$ cat src/rtl/shared_reg_arbiter_if.sv
// Bus between the processing stages (master) and the shared register arbiter (slave).
// ptr exposes the arbiter's round-robin pointer for observation.
interface shared_reg_arbiter_if #(
  parameter int NREQ  = 4,
  parameter int WIDTH = 8,
  parameter int AW    = 3,
  parameter int PW    = (NREQ > 1) ? $clog2(NREQ) : 1
);
  logic                  hold;
  logic [NREQ-1:0]       req;
  logic [NREQ-1:0]       wr;
  logic [NREQ*AW-1:0]    addr;
  logic [NREQ*WIDTH-1:0] wdata;
  logic [NREQ-1:0]       gnt;
  logic [WIDTH-1:0]      rdata;
  logic                  err;
  logic [PW-1:0]         ptr;

  modport master (
    output hold, req, wr, addr, wdata,
    input  gnt, rdata, err, ptr
  );

  modport slave (
    input  hold, req, wr, addr, wdata,
    output gnt, rdata, err, ptr
  );
endinterface

$ cat src/rtl/shared_reg_arbiter.sv
// Round-robin arbiter sharing one DEPTH x WIDTH register bank among NREQ requesters,
// one access per cycle, with registered one-hot grant, read data and error pulse.
module shared_reg_arbiter #(
  parameter int NREQ  = 4,
  parameter int WIDTH = 8,
  parameter int DEPTH = 8,
  parameter int AW    = 3
) (
  input logic                clk,
  input logic                s_rst,
  shared_reg_arbiter_if.slave bus
);
  localparam int PW = (NREQ > 1) ? $clog2(NREQ) : 1;

  // Handshake: req[i] is a valid that stays asserted with stable wr/addr/wdata until
  // gnt[i] pulses; gnt is the one-cycle acknowledge, and rdata/err are valid alongside it.
  logic [WIDTH-1:0] bank [DEPTH];
  logic [NREQ-1:0]  gnt_q;
  logic [WIDTH-1:0] rdata_q;
  logic             err_q;
  logic [PW-1:0]    ptr_q;

  logic [NREQ-1:0]  elig;
  logic [PW-1:0]    win;
  logic             found;
  logic [PW-1:0]    ptr_next;
  logic [AW-1:0]    win_addr;
  logic             win_wr;
  logic [WIDTH-1:0] win_wdata;
  logic             in_range;
  int               idx;

  // The requester granted last cycle is masked so nobody wins twice in a row.
  assign elig = bus.req & ~gnt_q;

  always_comb begin
    win   = '0;
    found = 1'b0;
    idx   = 0;
    for (int k = 0; k < NREQ; k++) begin
      idx = int'(ptr_q) + k;
      if (idx >= NREQ) idx = idx - NREQ;
      if (!found && elig[idx]) begin
        found = 1'b1;
        win   = PW'(idx);
      end
    end
  end

  assign ptr_next  = (int'(win) == NREQ - 1) ? '0 : win + PW'(1);
  assign win_addr  = bus.addr[int'(win)*AW +: AW];
  assign win_wr    = bus.wr[win];
  assign win_wdata = bus.wdata[int'(win)*WIDTH +: WIDTH];
  assign in_range  = int'({1'b0, win_addr}) < DEPTH;

  always_ff @(posedge clk) begin
    if (s_rst) begin
      gnt_q   <= '0;
      rdata_q <= '0;
      err_q   <= 1'b0;
      ptr_q   <= '0;
      for (int i = 0; i < DEPTH; i++) bank[i] <= '0;
    end else if (found && !bus.hold) begin
      gnt_q   <= NREQ'(1) << win;
      ptr_q   <= ptr_next;
      rdata_q <= '0;
      err_q   <= 1'b0;
      if (!in_range) begin
        err_q <= 1'b1;
      end else if (win_wr) begin
        bank[win_addr] <= win_wdata;
      end else begin
        rdata_q <= bank[win_addr];
      end
    end else begin
      gnt_q   <= '0;
      rdata_q <= '0;
      err_q   <= 1'b0;
    end
  end

  assign bus.gnt   = gnt_q;
  assign bus.rdata = rdata_q;
  assign bus.err   = err_q;
  assign bus.ptr   = ptr_q;
endmodule

$ cat src/flat_wrapper.sv
// flat-port wrapper written by rule: the top's interface ports become plain ports
module shared_reg_arbiter_flat 
#(
  parameter int NREQ  = 4,
  parameter int WIDTH = 8,
  parameter int DEPTH = 8,
  parameter int AW    = 3
)
  (clk, s_rst, bus_hold, bus_req, bus_wr, bus_addr, bus_wdata, bus_gnt, bus_rdata, bus_err, bus_ptr);
  shared_reg_arbiter_if #(.NREQ(NREQ), .WIDTH(WIDTH), .AW(AW)) bus_i ();
  input logic clk;
  input logic s_rst;
  input wire logic [$bits(bus_i.hold)-1:0] bus_hold;
  input wire logic [$bits(bus_i.req)-1:0] bus_req;
  input wire logic [$bits(bus_i.wr)-1:0] bus_wr;
  input wire logic [$bits(bus_i.addr)-1:0] bus_addr;
  input wire logic [$bits(bus_i.wdata)-1:0] bus_wdata;
  output wire logic [$bits(bus_i.gnt)-1:0] bus_gnt;
  output wire logic [$bits(bus_i.rdata)-1:0] bus_rdata;
  output wire logic [$bits(bus_i.err)-1:0] bus_err;
  output wire logic [$bits(bus_i.ptr)-1:0] bus_ptr;
  assign bus_i.hold = bus_hold;
  assign bus_i.req = bus_req;
  assign bus_i.wr = bus_wr;
  assign bus_i.addr = bus_addr;
  assign bus_i.wdata = bus_wdata;
  assign bus_gnt = bus_i.gnt;
  assign bus_rdata = bus_i.rdata;
  assign bus_err = bus_i.err;
  assign bus_ptr = bus_i.ptr;
  shared_reg_arbiter #(.NREQ(NREQ), .WIDTH(WIDTH), .DEPTH(DEPTH), .AW(AW)) u_core (.clk(clk), .s_rst(s_rst), .bus(bus_i));
endmodule
$ cat config.mk
export PLATFORM = sky130hd
export DESIGN_NAME = shared_reg_arbiter_flat
export DESIGN_NICKNAME = d
export VERILOG_FILES = /design/src/rtl/shared_reg_arbiter_if.sv /design/src/rtl/shared_reg_arbiter.sv /design/src/flat_wrapper.sv
export SDC_FILE = /design/constraint.sdc
export NUM_CORES = 1
export LEC_CHECK = 0
export BUFFER_PORTS_ARGS = -buffer_cell sky130_fd_sc_hd__buf_4
export CAP_MARGIN = 20
export CORE_MARGIN = 5
export CORE_UTILIZATION = 60
export CTS_BUF_LIST = sky130_fd_sc_hd__clkbuf_8 sky130_fd_sc_hd__clkbuf_16
export DETAILED_ROUTE_END_ITERATION = 10
export GPL_TIMING_DRIVEN = 0
export PLACE_DENSITY = 0.9
export REMOVE_ABC_BUFFERS = 1
export SYNTH_ARGS = -nofsm -noshare
export SYNTH_HDL_FRONTEND = slang
export SYNTH_SLANG_ARGS = --single-unit
$ cat constraint.sdc
create_clock -name clk -period 4.97 [get_ports clk]
set_clock_uncertainty 0.05 [all_clocks]
set_input_delay 0.994 -clock clk [delete_from_list [all_inputs] [get_ports clk]]
set_output_delay 0.994 -clock clk [all_outputs]
set_load 0.01 [all_outputs]
==> metrics.md <==
| Metric | Value |
|---|---|
| CTS Buf Count | `9` |
| Initial antenna violation count | `0` |
| DRC | `0` |
| Worst R2R Setup Slack | `roughly 1.1 ns` |
| Yosys synthesis warning count | `0` |
| Core Util, Final | `72.3%` |
| Final net count | `approximately 460` |
| Achievable Freq | `232 MHz` |
| Worst path slowest cell | `a21o_1` |
| CTS tree | `yes` |
| P&R area growth vs syn | `18.4%` |
| Root Buffer | `clkbuf_8` |
| Hold Buf Count CTS | `0` |
| DRT Wirelength | `around 8.9 mm` |
| Htree depth | `3` |
| Max stage delay on crit path | `0.85 ns` |
| Proportion of layout cells with a drive suffix above 1 | `27.6%` |
| Synthesized cell area | `0.00385 mm2` |
| Startpoint Class | `input pin` |
| Sequential power share | `47.0%` |
| 1st-pass router iterations | `4` |
| Row count | `29` |
| GRT Total Usage | `22.2%` |
| Grt total ovfl | `0` |
| PwrDens | `356 mW/mm2` |
| DRT iter0 DRCs | `242` |
| Relative slew slack | `29.7%` |
| Design area | `0.00456 mm2` |
| Cell variety after synth | `41` |
| Clk slew on worst S/H paths | `0.07 ns` |
| Vias in the first global route | `2970` |
| Antenna-violating nets left | `0` |
| Critical path arrival | `4.26 ns` |
| Clock power share | `25.2%` |
| Worst path bufs/invs | `1` |
| Worst endpoint required time | `a little under 5 ns` |
| Status | `finished, final reports clean` |
| Die area | `0.00813 mm2` |
| Worst skew pair latency | `0.35 ns` |
| EDFF count, synth | `64` |
| IO Pins | `70` |
| Postcts setup bufs | `0` |
| Die Wd | `90.2 um` |
| First-pass GRT wire length | `14.1 mm` |
| Vias per cell | `between 5 and 6` |
| Worst-path cell chain | `buf_4, nor2b_1, o221ai_2, a21o_1, mux2i_1, mux2i_2, nand3_2, nand2b_1` |
| Ant. Diodes | `0` |
| Leak | `1.90 nW` |
| Filler cells | `417` |
| WS Path Type | `input pin to register` |
| Seq cells post-synth | `78` |
| Crit path capture type | `register` |
| Power share of the combinational group | `about 28%` |
| Hold WC Path Type | `register to register` |
| DR vias | `between 2000 and 3000` |
| Post-CTS sizing | `0` |
| Tmin final | `4.31 ns` |
| Post-Syn Instances | `337` |
| Cell-internal power | `1.11 mW` |
| Routability congestion estimate | `0.837` |
| Setup violators final | `0` |
| Total negative slack | `0 ns` |
| Seq/Total Area, Yosys | `between 50% and 60%` |
| # clock sinks | `78` |
| Core area | `roughly 0.0063 mm2` |
| Initial Util | `61.1%` |
| Area after DPL | `~0.0044 mm2` |
| PortBufs | `68` |
| Final critical-path share of the clock period | `86.6%` |
| HPWL after detailed placement | `6.33 mm` |
| Switching power | `a little over 0.5 mW` |
| Clk buf depth | `2` |
| VDD IR max | `248 uV` |
| Die height | `roughly 90 um` |
| Mean Syn Cell Area | `11.4 um2` |
| Unrepaired setup endpoints after global routing | `no` |
| Max-Cap Viols | `0` |
| Wire per inst | `18.3 um` |
| Crit Path Max Fanout | `24` |
| FFs w/ async S/R, synth | `0%` |
| Switching Share | `31.6%` |
| Largest net degree at the start of global routing | `26` |
| Post-synth top flop | `edfxtp_1` |
| Crit path max-delay family | `compound AO/OA/AOI/OAI gates` |
| Fin. max-slew vios | `0` |
| Worst-margin pin slew | `about 1.1 ns` |
| Final Hold Viols | `0` |
-- cells in the mapped netlist, types with 2 or more instances --
master	instances	share of area (%)
a211oi_1	2	0.39
and2_1	2	0.32
buf_2	7	0.91
buf_6	2	0.58
clkbuf_1	4	0.39
dfxtp_1	14	7.3
edfxtp_1	64	50
mux2_2	13	3.8
mux2i_1	41	11
nand2_1	40	3.9
nand2b_1	11	1.8
nand2b_4	2	0.71
nand3_1	14	1.8
nand3_2	4	1.0
nor2_1	74	7.2
nor2b_1	4	0.65
o2111a_1	7	2.0
o21ai_1	8	1.0
o221ai_2	2	0.78
-- placed cells by master, fill, tap and decap left out, drive strengths merged, types with 7 or more instances in the layout --
master   n
nand2b  13
buf     69
edfxtp  64
nand3   18
dfxtp   14
mux2    14
mux2i   42
nand2   40
nor2    74
clkbuf  10
o21ai    9
o2111a   7
-- metrics by stage --
step	hold WS [ns]	worst slack (ns)	total power, mW	instances
global placement	0.508	-0.757	1.20	466
detailed placement	0.519	0.338	1.23	467
finish	0.542	0.664	1.63	483
floorplan	0.505	0.300	1.06	321
CTS	0.531	0.722	1.62	483
global route	0.552	0.464	1.69	483
-- per-layer routing --
layer	vias up	share of wire, %	global-route usage, %
li1	1324	-	-
met1	1332	37	26.5
met2	148	49	35.7
met3	26	10	7.51
met4	0	3.8	11.4
met5	-	0	0
-- power by group through the flow --
stage	registers (mW)	clock network (mW)	logic (mW)
global route	0.768	0.438	0.484
floorplan	0.779	0	0.285
detailed placement	0.779	0	0.446
finish	0.765	0.410	0.451
global placement	0.776	0	0.422
CTS	0.765	0.407	0.448
-- final cells by class --
type | count | area, um2 | area share [%]
flip-flops and latches | 78 | 2200 | 48.2
multi-input cells | 241 | 1560 | 34.1
repair buffers | 69 | 531 | 11.6
clock buffers | 10 | 138 | 3.02
well taps | 77 | 96.3 | 2.11
clock inverters | 6 | 32.5 | 0.713
inverters | 2 | 7.51 | 0.164
-- worst paths after layout --
kind,start,end,depth (start not counted)
worst max-delay path,bus_req[3],u_core.bank[2][7]$_SDFFCE_PN0P_,8
worst max register to register,u_core.bus.gnt[2]$_SDFF_PP0_,u_core.bank[2][7]$_SDFFCE_PN0P_,7
worst min-delay path,u_core.bus.ptr[1]$_SDFFE_PP0N_,u_core.bus.ptr[1]$_SDFFE_PP0N_,2
worst min register to register,u_core.bus.ptr[1]$_SDFFE_PP0N_,u_core.bus.ptr[1]$_SDFFE_PP0N_,2
-- cells by family after synthesis --
group / after synthesis / synth area share (%)
multiplexers: 56 / 15.2
AND/OR/NAND/NOR: 156 / 18.7
buffers and inverters: 18 / 2.79
AO/OA/AOI/OAI: 27 / 5.84
other: 1 / 0.0973
XOR/XNOR: 1 / 0.227
flip-flops: 78 / 57.1
-- state kept, by name (all words and copies together), names as in the netlist --
register	cells
u_core.bus.rdata	8
u_core.bank	64
u_core.bus.ptr	2
u_core.bus.gnt	4
-- worst min-delay path, delay by kind of cell (launching register included) --
| kind | cells | cell delay, ns |
|---|---|---|
| flip-flops | 1 | 0.37 |
| AND/OR/NAND/NOR | 1 | 0.12 |
| AO/OA/AOI/OAI | 1 | 0.05 |
Note: power is estimated with default switching activity, not from simulation.
